$ cat src/rtl/msk_aes_share_loader_pkg.sv
// msk_aes_share_loader_pkg: shared word-count helpers, state encoding and width defaults for the share loader.
package msk_aes_share_loader_pkg;
    localparam int D_DEF = 2;
    localparam int W_DEF = 32;
    typedef enum logic [1:0] {ST_LOAD_PT, ST_LOAD_KEY, ST_HOLD} state_t;
    function automatic int npt_words(input int d, input int w);
        return 128 * d / w;
    endfunction
    function automatic int nk_words(input int d, input int w);
        return 256 * d / w;
    endfunction
endpackage

$ cat src/rtl/msk_aes_share_loader_deserializer.sv
// msk_word_deserializer: writes one W-bit word into slot i_idx of an N-word register bank.
module msk_word_deserializer
    import msk_aes_share_loader_pkg::*;
#(
    parameter int N  = 8,
    parameter int W  = W_DEF,
    parameter int IW = 4
) (
    input  logic            clk,
    input  logic            rst,
    input  logic            i_en,
    input  logic [IW-1:0]   i_idx,
    input  logic [W-1:0]    i_word,
    output logic [N*W-1:0]  o_bank
);
    logic [N*W-1:0] r_bank;
    always_ff @(posedge clk or posedge rst) begin
        if (rst) r_bank <= '0;
        else for (int k = 0; k < N; k++) if (i_en && i_idx == IW'(k)) r_bank[k*W +: W] <= i_word;
    end
    assign o_bank = r_bank;
endmodule

$ cat src/rtl/msk_aes_share_loader.sv
// msk_aes_share_loader: assembles pre-shared plaintext/key word streams into flat buses for the masked AES core.
// Optional AES_KEY_REUSE_EN adds in_new_key so a block can reuse the previously loaded key.
module msk_aes_share_loader
    import msk_aes_share_loader_pkg::*;
#(
    parameter int d = D_DEF,
    parameter int W = W_DEF
) (
    input  logic             clk,
    input  logic             rst,
    input  logic [W-1:0]     in_data,
    input  logic             in_valid,
    output logic             in_ready,
    input  logic             in_inverse,
`ifdef AES_KEY_REUSE_EN
    input  logic             in_new_key,
`endif
    output logic [128*d-1:0] sh_plaintext,
    output logic [256*d-1:0] sh_key,
    output logic             inverse,
    output logic             out_valid,
    input  logic             out_ready,
    output logic             busy
);
    localparam int NPT = npt_words(d, W);
    localparam int NK  = nk_words(d, W);
    localparam int CW  = $clog2(NK);
    state_t r_state, w_next;
    logic [CW-1:0] r_cnt, w_cnt_next;
    logic r_up, r_inv, r_key_loaded;
    logic w_acc, w_pt_last, w_key_last, w_skip_key;
    assign in_ready   = r_up & (r_state != ST_HOLD);
    assign w_acc      = in_valid & in_ready;
    assign w_pt_last  = r_cnt == CW'(NPT - 1);
    assign w_key_last = r_cnt == CW'(NK - 1);
`ifdef AES_KEY_REUSE_EN
    logic r_new_key, w_new_key;
    // in_new_key is only meaningful with word 0, so later words use the captured copy
    assign w_new_key  = (r_cnt == '0) ? in_new_key : r_new_key;
    assign w_skip_key = r_key_loaded & ~w_new_key;
    always_ff @(posedge clk or posedge rst) begin
        if (rst) r_new_key <= 1'b0;
        else if (w_acc && r_state == ST_LOAD_PT && r_cnt == '0) r_new_key <= in_new_key;
    end
`else
    assign w_skip_key = 1'b0;
`endif
    always_comb begin
        w_next     = r_state;
        w_cnt_next = r_cnt;
        unique case (r_state)
            ST_LOAD_PT: if (w_acc) begin
                w_cnt_next = w_pt_last ? '0 : r_cnt + 1'b1;
                if (w_pt_last) w_next = w_skip_key ? ST_HOLD : ST_LOAD_KEY;
            end
            ST_LOAD_KEY: if (w_acc) begin
                w_cnt_next = w_key_last ? '0 : r_cnt + 1'b1;
                if (w_key_last) w_next = ST_HOLD;
            end
            ST_HOLD: if (out_ready) w_next = ST_LOAD_PT;
            default: w_next = ST_LOAD_PT;
        endcase
    end
    always_ff @(posedge clk or posedge rst) begin
        if (rst) begin
            r_state      <= ST_LOAD_PT;
            r_cnt        <= '0;
            r_up         <= 1'b0;
            r_inv        <= 1'b0;
            r_key_loaded <= 1'b0;
        end else begin
            r_state <= w_next;
            r_cnt   <= w_cnt_next;
            r_up    <= 1'b1;
            if (w_acc && r_state == ST_LOAD_PT && r_cnt == '0) r_inv <= in_inverse;
            if (w_acc && r_state == ST_LOAD_KEY && w_key_last) r_key_loaded <= 1'b1;
        end
    end
    msk_word_deserializer #(.N(NPT), .W(W), .IW(CW)) u_pt (
        .clk(clk), .rst(rst), .i_en(w_acc && r_state == ST_LOAD_PT),
        .i_idx(r_cnt), .i_word(in_data), .o_bank(sh_plaintext)
    );
    msk_word_deserializer #(.N(NK), .W(W), .IW(CW)) u_key (
        .clk(clk), .rst(rst), .i_en(w_acc && r_state == ST_LOAD_KEY),
        .i_idx(r_cnt), .i_word(in_data), .o_bank(sh_key)
    );
    assign inverse   = r_inv;
    assign out_valid = r_state == ST_HOLD;
    assign busy      = (r_state != ST_LOAD_PT) | (r_cnt != '0);
endmodule

$ cat config.mk
export PLATFORM = sky130hd
export DESIGN_NAME = msk_aes_share_loader
export DESIGN_NICKNAME = d
export VERILOG_FILES = /design/src/rtl/msk_aes_share_loader_pkg.sv /design/src/rtl/msk_aes_share_loader_deserializer.sv /design/src/rtl/msk_aes_share_loader.sv
export SDC_FILE = /design/constraint.sdc
export NUM_CORES = 1
export LEC_CHECK = 0
export ABC_CLOCK_PERIOD_IN_PS = 40000
export CAP_MARGIN = 20
export CORE_AREA = 2 2 314 316
export CTS_CLUSTER_SIZE = 30
export DETAILED_ROUTE_END_ITERATION = 7
export DIE_AREA = 0 0 316 318
export GPL_TIMING_DRIVEN = 0
export REMOVE_ABC_BUFFERS = 1
export SKIP_LAST_GASP = 1
export SLEW_MARGIN = 20
export SYNTH_ARGS = -nofsm -noshare
export SYNTH_HDL_FRONTEND = slang
export SYNTH_SLANG_ARGS = --single-unit
$ cat constraint.sdc
create_clock -name clk -period 40 [get_ports clk]
set_input_delay 6 -clock clk [delete_from_list [all_inputs] [get_ports clk]]
set_output_delay 6 -clock clk [all_outputs]
set_load 0.005 [all_outputs]
Word-level counts from Yosys, hierarchy flattened
Index checks and enable logic that the tools add are counted.
{ "op_classes": {"n_addsub": 1, "n_mul": 0, "div_mod_pow": 0, "order_cmp": 0, "n_eq_ne": 23, "n_shift": 0, "muxes": 11, "bitwise": 3, "n_reduce_logical": 33} }
{ "ops": {"columns": ["op", "count"], "rows": [
  ["$eq A4 B4 Y1 const B", 8],
  ["$logic_and A1 B1 Y1", 26],
  ["$eq A4 B3 Y1 const B", 4],
  ["$mux W4", 4],
  ["$mux W2", 5],
  ["$ne A2 B2 Y1 const B", 5],
  ["$eq A4 B2 Y1 const B", 2],
  ["$pmux W4 S2", 1],
  ["$pmux W2 S3", 1],
  ["$reduce_and A5 Y1", 1],
  ["$add A4 B1 Y4 const B", 1],
  ["$eq A4 B1 Y1 const B", 1],
  ["$logic_not A4 Y1", 1],
  ["$reduce_bool A2 Y1", 2],
  ["$reduce_bool A4 Y1", 1],
  ["$reduce_and A3 Y1", 1],
  ["$and A1 B1 Y1", 2],
  ["$eq A2 B1 Y1 const B", 1],
  ["$eq A2 B2 Y1 const B", 1],
  ["$logic_not A2 Y1", 1],
  ["$ne A2 B1 Y1 const B", 1],
  ["$or A1 B1 Y1", 1]
]} }
{ "word_totals": {"ff_bits": 776, "latchBits": 0, "mem_bits_rw": 0, "romBits": 0, "in_bits": 37, "output_inout_bits": 772, "elab_cells": 99, "memories": 0} }

Longest topological paths before layout
Gate-level depths: netlist of run 1.
{ "depth": {"ltp_word": 5, "mapped_depth": 7, "depth_no_buf": 5} }

Hierarchy
Synthesis of run 1 repeated with hierarchy kept, for this count alone.
{ "unflattened": {"cells_unflattened": 1733, "hier_area_um2": 29185.5} }
{ "by_module_without_submodules": {"columns": ["mod", "n_inst", "cells_per_inst", "area_per_inst_um2", "seq_area_each_um2"], "rows": [
  ["msk_word_deserializer (u_key)", 1, 1135, 19095.8, 12812.3],
  ["msk_word_deserializer (u_pt)", 1, 553, 9669.3, 6406.1],
  ["msk_aes_share_loader", 1, 45, 420.4, 200.2]
]} }

Least setup slack after synthesis of run 1
OpenSTA, ideal clock, no wires.
{ "synth_timing": {"path_kind": "input to register", "from": "in in_valid", "to": "reg u_key.r_bank[276] (netlist: u_key.o_bank[276])", "setup_time_ps": 125, "arrival_ps": 7182, "required_time_ps": 39875, "setup_slack_ps": 32693, "path_stages": 6, "n_path_buf": 2, "cell_sequence": "and2_1 -> nand4b_1 -> nor2b_1 -> clkbuf_1 -> buf_2 -> mux2_2"} }
{ "synth_between": {"elab_chain_len": 3} }
{ "synth_rtl": {"columns": ["element", "line", "text"], "rows": [
  ["start: declaration", "msk_aes_share_loader.sv:12", "input logic in_valid,"],
  ["$and A1 B1 Y1", "msk_aes_share_loader.sv:33", "assign w_acc = in_valid & in_ready;"],
  ["$logic_and A1 B1 Y1", "msk_aes_share_loader.sv:84", ".clk(clk), .rst(rst), .i_en(w_acc && r_state == ST_LOAD_KEY),"],
  ["$logic_and A1 B1 Y1", "msk_aes_share_loader_deserializer.sv:19", "else for (int k = 0; k < N; k++) if (i_en && i_idx == IW'(k)) r_bank[k*W +: W] <= i_word;"],
  ["end signal: assignment", "msk_aes_share_loader_deserializer.sv:18", "if (rst) r_bank <= '0;"],
  ["end: declaration", "msk_aes_share_loader_deserializer.sv:16", "logic [N*W-1:0] r_bank;"]
]} }
Every way passes these cells.
A chain may end at the register's enable or synchronous reset.

Worst setup path after layout of run 1
{ "layout_timing": {"from": "reg r_cnt[3]", "to": "out busy"} }
{ "layout_between": {"elab_chain_len": 2} }
{ "layout_rtl": {"columns": ["element", "line", "text"], "rows": [
  ["start: declaration", "msk_aes_share_loader.sv:29", "logic [CW-1:0] r_cnt, w_cnt_next;"],
  ["start signal: assignment", "msk_aes_share_loader.sv:73", "r_cnt <= w_cnt_next;"],
  ["$reduce_bool A4 Y1", "msk_aes_share_loader.sv:89", "assign busy = (r_state != ST_LOAD_PT) | (r_cnt != '0);"],
  ["$or A1 B1 Y1", "msk_aes_share_loader.sv:89", null],
  ["end: declaration", "msk_aes_share_loader.sv:23", "output logic busy"]
]} }
Every way passes these cells.

==> results.py, run 1 <==
metrics = {
    "place": {
        "gp_congestion": 0.767,
        "placed_cells": 3752,
        "place_area_mm2": 0.0394,
        "port_buffers": 808,
        "hpwl_um": 69200,
    },
    "min_path": {
        "hold_class": "register to register",
        "min_path_cells": 1,
        "min_from": "u_key.o_bank[377]$_DFFE_PP0P_",
        "min_to": "u_key.o_bank[377]$_DFFE_PP0P_",
    },
    "synth": {
        "async_flop_share": 1.00,
        "synth_top_family_by_area": "multiplexers",
        "ys_warn_count": 0,
        "syn-mean-instance-area_um2": 16.7,
        "synthCells": 1764,
        "yosys.area_share.xor_xnor": 0,
        "synthMuxAreaShare": 0.299,
        "synth-seq-cells": 776,
        "synthAdderAreaFrac": 0.00213,
        "synth-compound-area-share": 0.00166,
        "netlist_area_mm2": 0.0294,
        "synth-edff-count": 0,
        "synth-simple-area-share": 0.0122,
        "synth-seq-area-share": 0.661,
        "synth_ff_type": "dfrtp_1",
        "synth_cell_types": 39,
    },
    "final_layout": {
        "drive_above_1_share": 0.365,
        "fillers": 8670,
        "nets": 2595,
        "final_area_mm2": 0.0421,
        "synthToLayoutAreaGrowth_pct": 43.4,
        "fin_cells": 3908,
    },
    "cts": {
        "cts_resized": 0,
        "cts_tree": "built",
        "cts-root-buf": "clkbuf_16",
        "cts_max_path_buffers": 3,
        "numCtsBuffers": 86,
        "holdBufCountCts": 0,
        "cts_num_sinks": 776,
        "ctsHtreeMaxLevel": 3,
        "postCtsSetupBuffers": 0,
        "clkTransAtPathRegs_ps": 50,
        "worstSkewPairLatency_ps": 650,
    },
    "routing": {
        "drt-initial-drc-count": 809,
        "firstDrtPassIters": 4,
        "drc_errors": 0,
        "drt_wl_total_um": 99100,
        "viasPerCell": 4.70,
        "routedWlPerCell_um": 25.4,
        "vias": 18400,
        "ant_nets": 0,
    },
    "die": {
        "rows": 115,
        "core_area_mm2": 0.0974,
        "start_util": 0.302,
        "dieWidth_um": 316,
        "ioPinCount": 809,
        "fp.dieH_um": 318,
        "fp.dieArea_mm2": 0.100,
    },
    "power": {
        "power.density_mw_per_mm2": 43.3,
        "power_leakage_nw": 20.3,
        "ir_worst_vdd_mv": 0.0327,
    },
    "critical_path": {
        "crit_start": "r_cnt[3]$_DFFE_PP0P_",
        "start_kind": "register",
        "regToRegEndpoint": "u_pt.o_bank[124]$_DFFE_PP0P_",
        "critPathCaptureType": "primary output",
        "rrSetupSlack_ps": 37100,
        "critical_path_class": "register to primary output",
        "critPathArrivalTime_ps": 2320,
        "reg2reg_from": "r_cnt[3]$_DFFE_PP0P_",
        "required_ps": 34000,
        "cp_max_fo": 15,
        "rr_worst_depth": 5,
    },
    "timing": {
        "setup_viol": 0,
        "rsz0062_at_grt": "no",
        "fin_skew_ps": 16.3,
        "tightest_slew_ps": 1060,
        "finalHoldViolations": 0,
        "tns_ps": 0,
        "timing.final.crit_share": 0.208,
        "period_needed_ps": 8320,
        "relSlewSlack": 0.288,
        "timing.fmax_mhz": 120,
        "timing.final.max_slew_violations": 0,
    },
    "global_route": {
        "grt_overflow": 0,
        "grt_pass1_wl_um": 141000,
        "met3_usage": 0.0649,
        "grt_use_total": 0.194,
        "busiest_layer": "met2",
        "met1_usage": 0.231,
        "antenna_found_initial": 1,
        "met2_usage": 0.324,
        "grt_max_degree": 111,
        "grt_pass1_vias": 19400,
    },
    "outcome": {
        "outcome": "completed",
    },
    "run": {
        "maxCapViolCount": 0,
    },
}
where the power goes:
group	internal, mW	leakage [nW]	switching, mW
clock network	0.450	1.37	0.324
registers	0.829	10.8	0.0273
logic	0.113	8.16	0.0811
metal layers:
layer | vias up | part of all wire | wire length, um
met5 | - | 0 | 0
met4 | 0 | 0.035 | 3480
met3 | 175 | 0.080 | 7880
met2 | 685 | 0.49 | 48500
met1 | 9730 | 0.40 | 39200
li1 | 7788 | - | -
synthesized netlist by cell type (2+ instances only):
master / number / share of area
a21oi_1: 2 / 0.00034
and2_1: 4 / 0.00085
and4b_1: 2 / 0.00068
buf_1: 2 / 0.00026
buf_2: 61 / 0.010
buf_4: 9 / 0.0023
buf_6: 5 / 0.0019
clkbuf_1: 67 / 0.0086
dfrtp_1: 776 / 0.66
ha_1: 5 / 0.0021
inv_1: 5 / 0.00064
mux2_1: 20 / 0.0077
mux2_2: 719 / 0.28
mux2_4: 30 / 0.015
nand2_1: 15 / 0.0019
nand2_2: 3 / 0.00064
nand2b_1: 2 / 0.00043
nand3_1: 7 / 0.0012
nor2_1: 5 / 0.00064
nor2b_1: 4 / 0.00085
nor3_1: 2 / 0.00034
o21ai_0: 2 / 0.00034
worst max-delay path: stages (launching register included):
cell             delay [ps]
dfrtp_1                 620
nor2_4                  380
nand4bb_4               140
clkdlybuf4s50_1         530
worst max path at each step:
stage	depth (start not counted)	to
2_1_floorplan	1	inverse$_DFFE_PP0P_
3_3_place_gp	2	u_key.o_bank[129]$_DFFE_PP0P_
3_5_place_dp	6	u_key.o_bank[109]$_DFFE_PP0P_
4_1_cts	3	busy
5_1_grt	6	u_key.o_bank[115]$_DFFE_PP0P_
6_report	3	busy
layout make-up:
class                      count  area, um2  share of cell area
antenna                        1       2.50           0.0000594
clock inverter                30        238             0.00564
inverter                       5       26.3            0.000624
multi-input combinational    839       9430               0.224
tap                         1287       1610              0.0382
clock buffer                 125       2520              0.0598
timing repair buffer         845       8880               0.211
sequential                   776      19400               0.461
cell usage in the layout, fill, tap and decap left out, types with 6 or more instances in the layout:
master             n
buf_12            20
buf_16            13
clkbuf_1          19
clkbuf_16         88
clkbuf_8          18
clkdlybuf4s50_1  805
clkinv_2          19
dfrtp_1          776
mux2_1            20
mux2_2           719
mux2_4            30
nand2_1            6
nand2_4           12
metrics by stage:
step           power, mW  hold slack (ps)  utilization  setup slack (ps)
4_1_cts             1.85              492        0.433             31630
6_report            1.82              486        0.432             31690
3_5_place_dp        1.07              478        0.404             30990
2_1_floorplan      0.930              483            -             12220
5_1_grt             1.90              504        0.432             31380
3_3_place_gp        1.06              472        0.394              4320
logic make-up (layout without fill, tap and decap cells):
group / count (synthesis) / after routing
DFF: 776 / 776
buffers and inverters: 149 / 1005
AOI/OAI and AO/OA: 8 / 8
adders and majority gates: 5 / 5
muxes: 769 / 769
other: 1 / 2
and+or+nand+nor: 56 / 56
state kept, by name, indices dropped and copies added (netlist names):
name and count:
u_key.o_bank 512, r_cnt 4, r_state 2, r_up 1, inverse 1, u_pt.o_bank 256
No activity file was read; power rests on OpenSTA's default activity.
==> run 2, diff against run 1 <==
--- a/config.mk
+++ b/config.mk
@@ -5,12 +5,12 @@
 export SDC_FILE = /design/constraint.sdc
 export NUM_CORES = 1
 export LEC_CHECK = 0
-export ABC_CLOCK_PERIOD_IN_PS = 40000
+export ABC_CLOCK_PERIOD_IN_PS = 7100
 export CAP_MARGIN = 20
-export CORE_AREA = 2 2 314 316
+export CORE_AREA = 2 2 312 314
 export CTS_CLUSTER_SIZE = 30
 export DETAILED_ROUTE_END_ITERATION = 7
-export DIE_AREA = 0 0 316 318
+export DIE_AREA = 0 0 314 316
 export GPL_TIMING_DRIVEN = 0
 export REMOVE_ABC_BUFFERS = 1
 export SKIP_LAST_GASP = 1
==> constraint.sdc (replaced) <==
create_clock -name clk -period 7.1 [get_ports clk]
set_input_delay 1.065 -clock clk [delete_from_list [all_inputs] [get_ports clk]]
set_output_delay 1.065 -clock clk [all_outputs]
set_load 0.005 [all_outputs]
==> run 2 against run 1 <==
Against the previous run: final cell count fell by 0.31%; non-clock buffer count up 2; utilization rose by 0.74 points; sequential cell count stayed put; die area shrank 1.3%; global-route usage is 0.27 points lower; register-to-register slack worse by 33000 ps; setup slack got worse by 28000 ps.
==> results.py, run 2 (synthesis results as in run 1) <==
metrics = {
    "timing": {
        "timing.final.max_slew_violations": 0,
        "period_needed_ps": 3370,
        "relSlewSlack": 0.262,
        "timing.fmax_mhz": 296,
        "timing.final.crit_share": 0.475,
        "setup_viol": 0,
        "rsz0062_at_grt": "no",
        "tns_ps": 0,
        "fin_skew_ps": 15.0,
        "tightest_slew_ps": 1100,
        "finalHoldViolations": 0,
    },
    "global_route": {
        "grt_pass1_wl_um": 138000,
        "grt_overflow": 0,
        "grt_pass1_vias": 19200,
        "grt_use_total": 0.191,
        "antenna_found_initial": 0,
        "grt_max_degree": 109,
    },
    "routing": {
        "drt-initial-drc-count": 973,
        "drc_errors": 0,
        "firstDrtPassIters": 5,
        "vias": 18300,
        "drt_wl_total_um": 96900,
        "viasPerCell": 4.71,
        "ant_nets": 0,
        "routedWlPerCell_um": 24.9,
    },
    "critical_path": {
        "max_stage_delay_ps": 780,
        "crit_buf_inv": 1,
        "required_ps": 6030,
        "cp_max_fo": 15,
        "critPathArrivalTime_ps": 2310,
        "crit_family": "flip-flops",
        "critPathCaptureType": "primary output",
        "critical_path_class": "register to primary output",
        "rrSetupSlack_ps": 4240,
        "path_cells": "nor2_4, nand4bb_4, clkdlybuf4s50_1",
        "cpMaxStageDelayCell": "dfrtp_1",
        "start_kind": "register",
    },
    "cts": {
        "postCtsSetupBuffers": 0,
        "cts_max_path_buffers": 3,
        "cts_tree": "built",
        "cts_resized": 0,
        "cts-root-buf": "clkbuf_16",
        "worstSkewPairLatency_ps": 640,
        "clkTransAtPathRegs_ps": 70,
        "holdBufCountCts": 0,
        "cts_num_sinks": 776,
        "numCtsBuffers": 87,
        "ctsHtreeMaxLevel": 3,
    },
    "power": {
        "power_leakage_nw": 20.4,
        "clockPowerShare": 0.430,
        "netSwitchingPower_mw": 2.44,
        "p_seq_frac": 0.464,
        "switching_share": 0.235,
        "p_comb_frac": 0.106,
        "power.density_mw_per_mm2": 246,
        "ir_worst_vdd_mv": 0.176,
        "internal_power_mw": 7.96,
    },
    "die": {
        "core_area_mm2": 0.0960,
        "rows": 114,
        "start_util": 0.306,
        "fp.dieArea_mm2": 0.0992,
        "dieWidth_um": 314,
        "fp.dieH_um": 316,
        "ioPinCount": 809,
    },
    "final_layout": {
        "final_common_cell": "clkdlybuf4s50_1",
        "layout_common_cells": "clkdlybuf4s50_1 (806), dfrtp_1 (776), mux2_2 (719)",
        "drive_above_1_share": 0.365,
        "fin_cells": 3896,
        "largest_register_ffs": 512,
        "synthToLayoutAreaGrowth_pct": 43.8,
        "utilization": 0.440,
        "fillers": 8590,
        "nets": 2598,
    },
    "outcome": {
        "outcome": "completed",
    },
    "run": {
        "maxCapViolCount": 0,
    },
    "place": {
        "placed_cells": 3743,
        "port_buffers": 808,
        "gp_congestion": 0.789,
        "hpwl_um": 68200,
    },
    "min_path": {
        "hold_class": "register to register",
    },
}
-- run 2: cell types whose count changed in the layout (fill, tap and decap cells not counted), moves of 2 or more --
cell        delta
clkinvlp_4     +2
clkinv_2       -4
bufinv_16      +4
clkbuf_8       -3
clkbuf_1       -4
buf_12         +4
buf_16         -2
-- run 2: cell type report --
class | instances | area, um2 | share of cell area
sequential | 776 | 19400 | 0.460
multi-input combinational | 839 | 9430 | 0.223
timing repair buffer | 847 | 8920 | 0.211
clock buffer | 118 | 2460 | 0.0584
tap | 1276 | 1600 | 0.0378
clock inverter | 34 | 373 | 0.00883
inverter | 5 | 26.3 | 0.000622
antenna | 1 | 2.50 | 0.0000593
-- run 2: path summary, 6_finish.rpt --
| kind | startpoint | endpoint | cells past startpoint |
|---|---|---|---|
| min in group asynchronous | rst | u_key.o_bank[181]$_DFFE_PP0P_ | 2 |
| setup / recovery | r_cnt[3]$_DFFE_PP0P_ | busy | 3 |
| hold reg to reg | u_key.o_bank[505]$_DFFE_PP0P_ | u_key.o_bank[505]$_DFFE_PP0P_ | 1 |
| setup reg to reg | r_cnt[2]$_DFFE_PP0P_ | u_key.o_bank[254]$_DFFE_PP0P_ | 4 |
| max in group asynchronous | rst | u_pt.o_bank[33]$_DFFE_PP0P_ | 6 |
| hold / removal | u_key.o_bank[505]$_DFFE_PP0P_ | u_key.o_bank[505]$_DFFE_PP0P_ | 1 |
-- run 2: power by group through the flow --
stage	clock network (mW)	registers [mW]	logic [mW]
global route	4.79	4.85	1.18
global placement	0	4.89	1.06
detailed placement	0	4.90	1.12
finish	4.48	4.82	1.10
CTS	4.61	4.82	1.12
floorplan	0	4.91	0.335
-- run 2: routing by layer --
metal / share of wire / track usage / up-vias
met4: 0.031 / 0.0729 / 0
met3: 0.078 / 0.0628 / 148
met5: 0 / 0 / -
li1: - / - / 7792
met1: 0.39 / 0.220 / 9707
met2: 0.50 / 0.329 / 691
-- run 2: per-stage QoR --
stage | area (um2) | setup WS [ps] | hold WS [ps] | power [mW]
6_report | 42200 | 3730 | 486 | 10.4
5_1_grt | 42200 | 3650 | 506 | 10.8
3_3_place_gp | 38400 | -23500 | 468 | 5.95
4_1_cts | 42200 | 3670 | 491 | 10.6
3_5_place_dp | 39400 | 3380 | 474 | 6.01
2_1_floorplan | 28700 | -15750 | 483 | 5.24
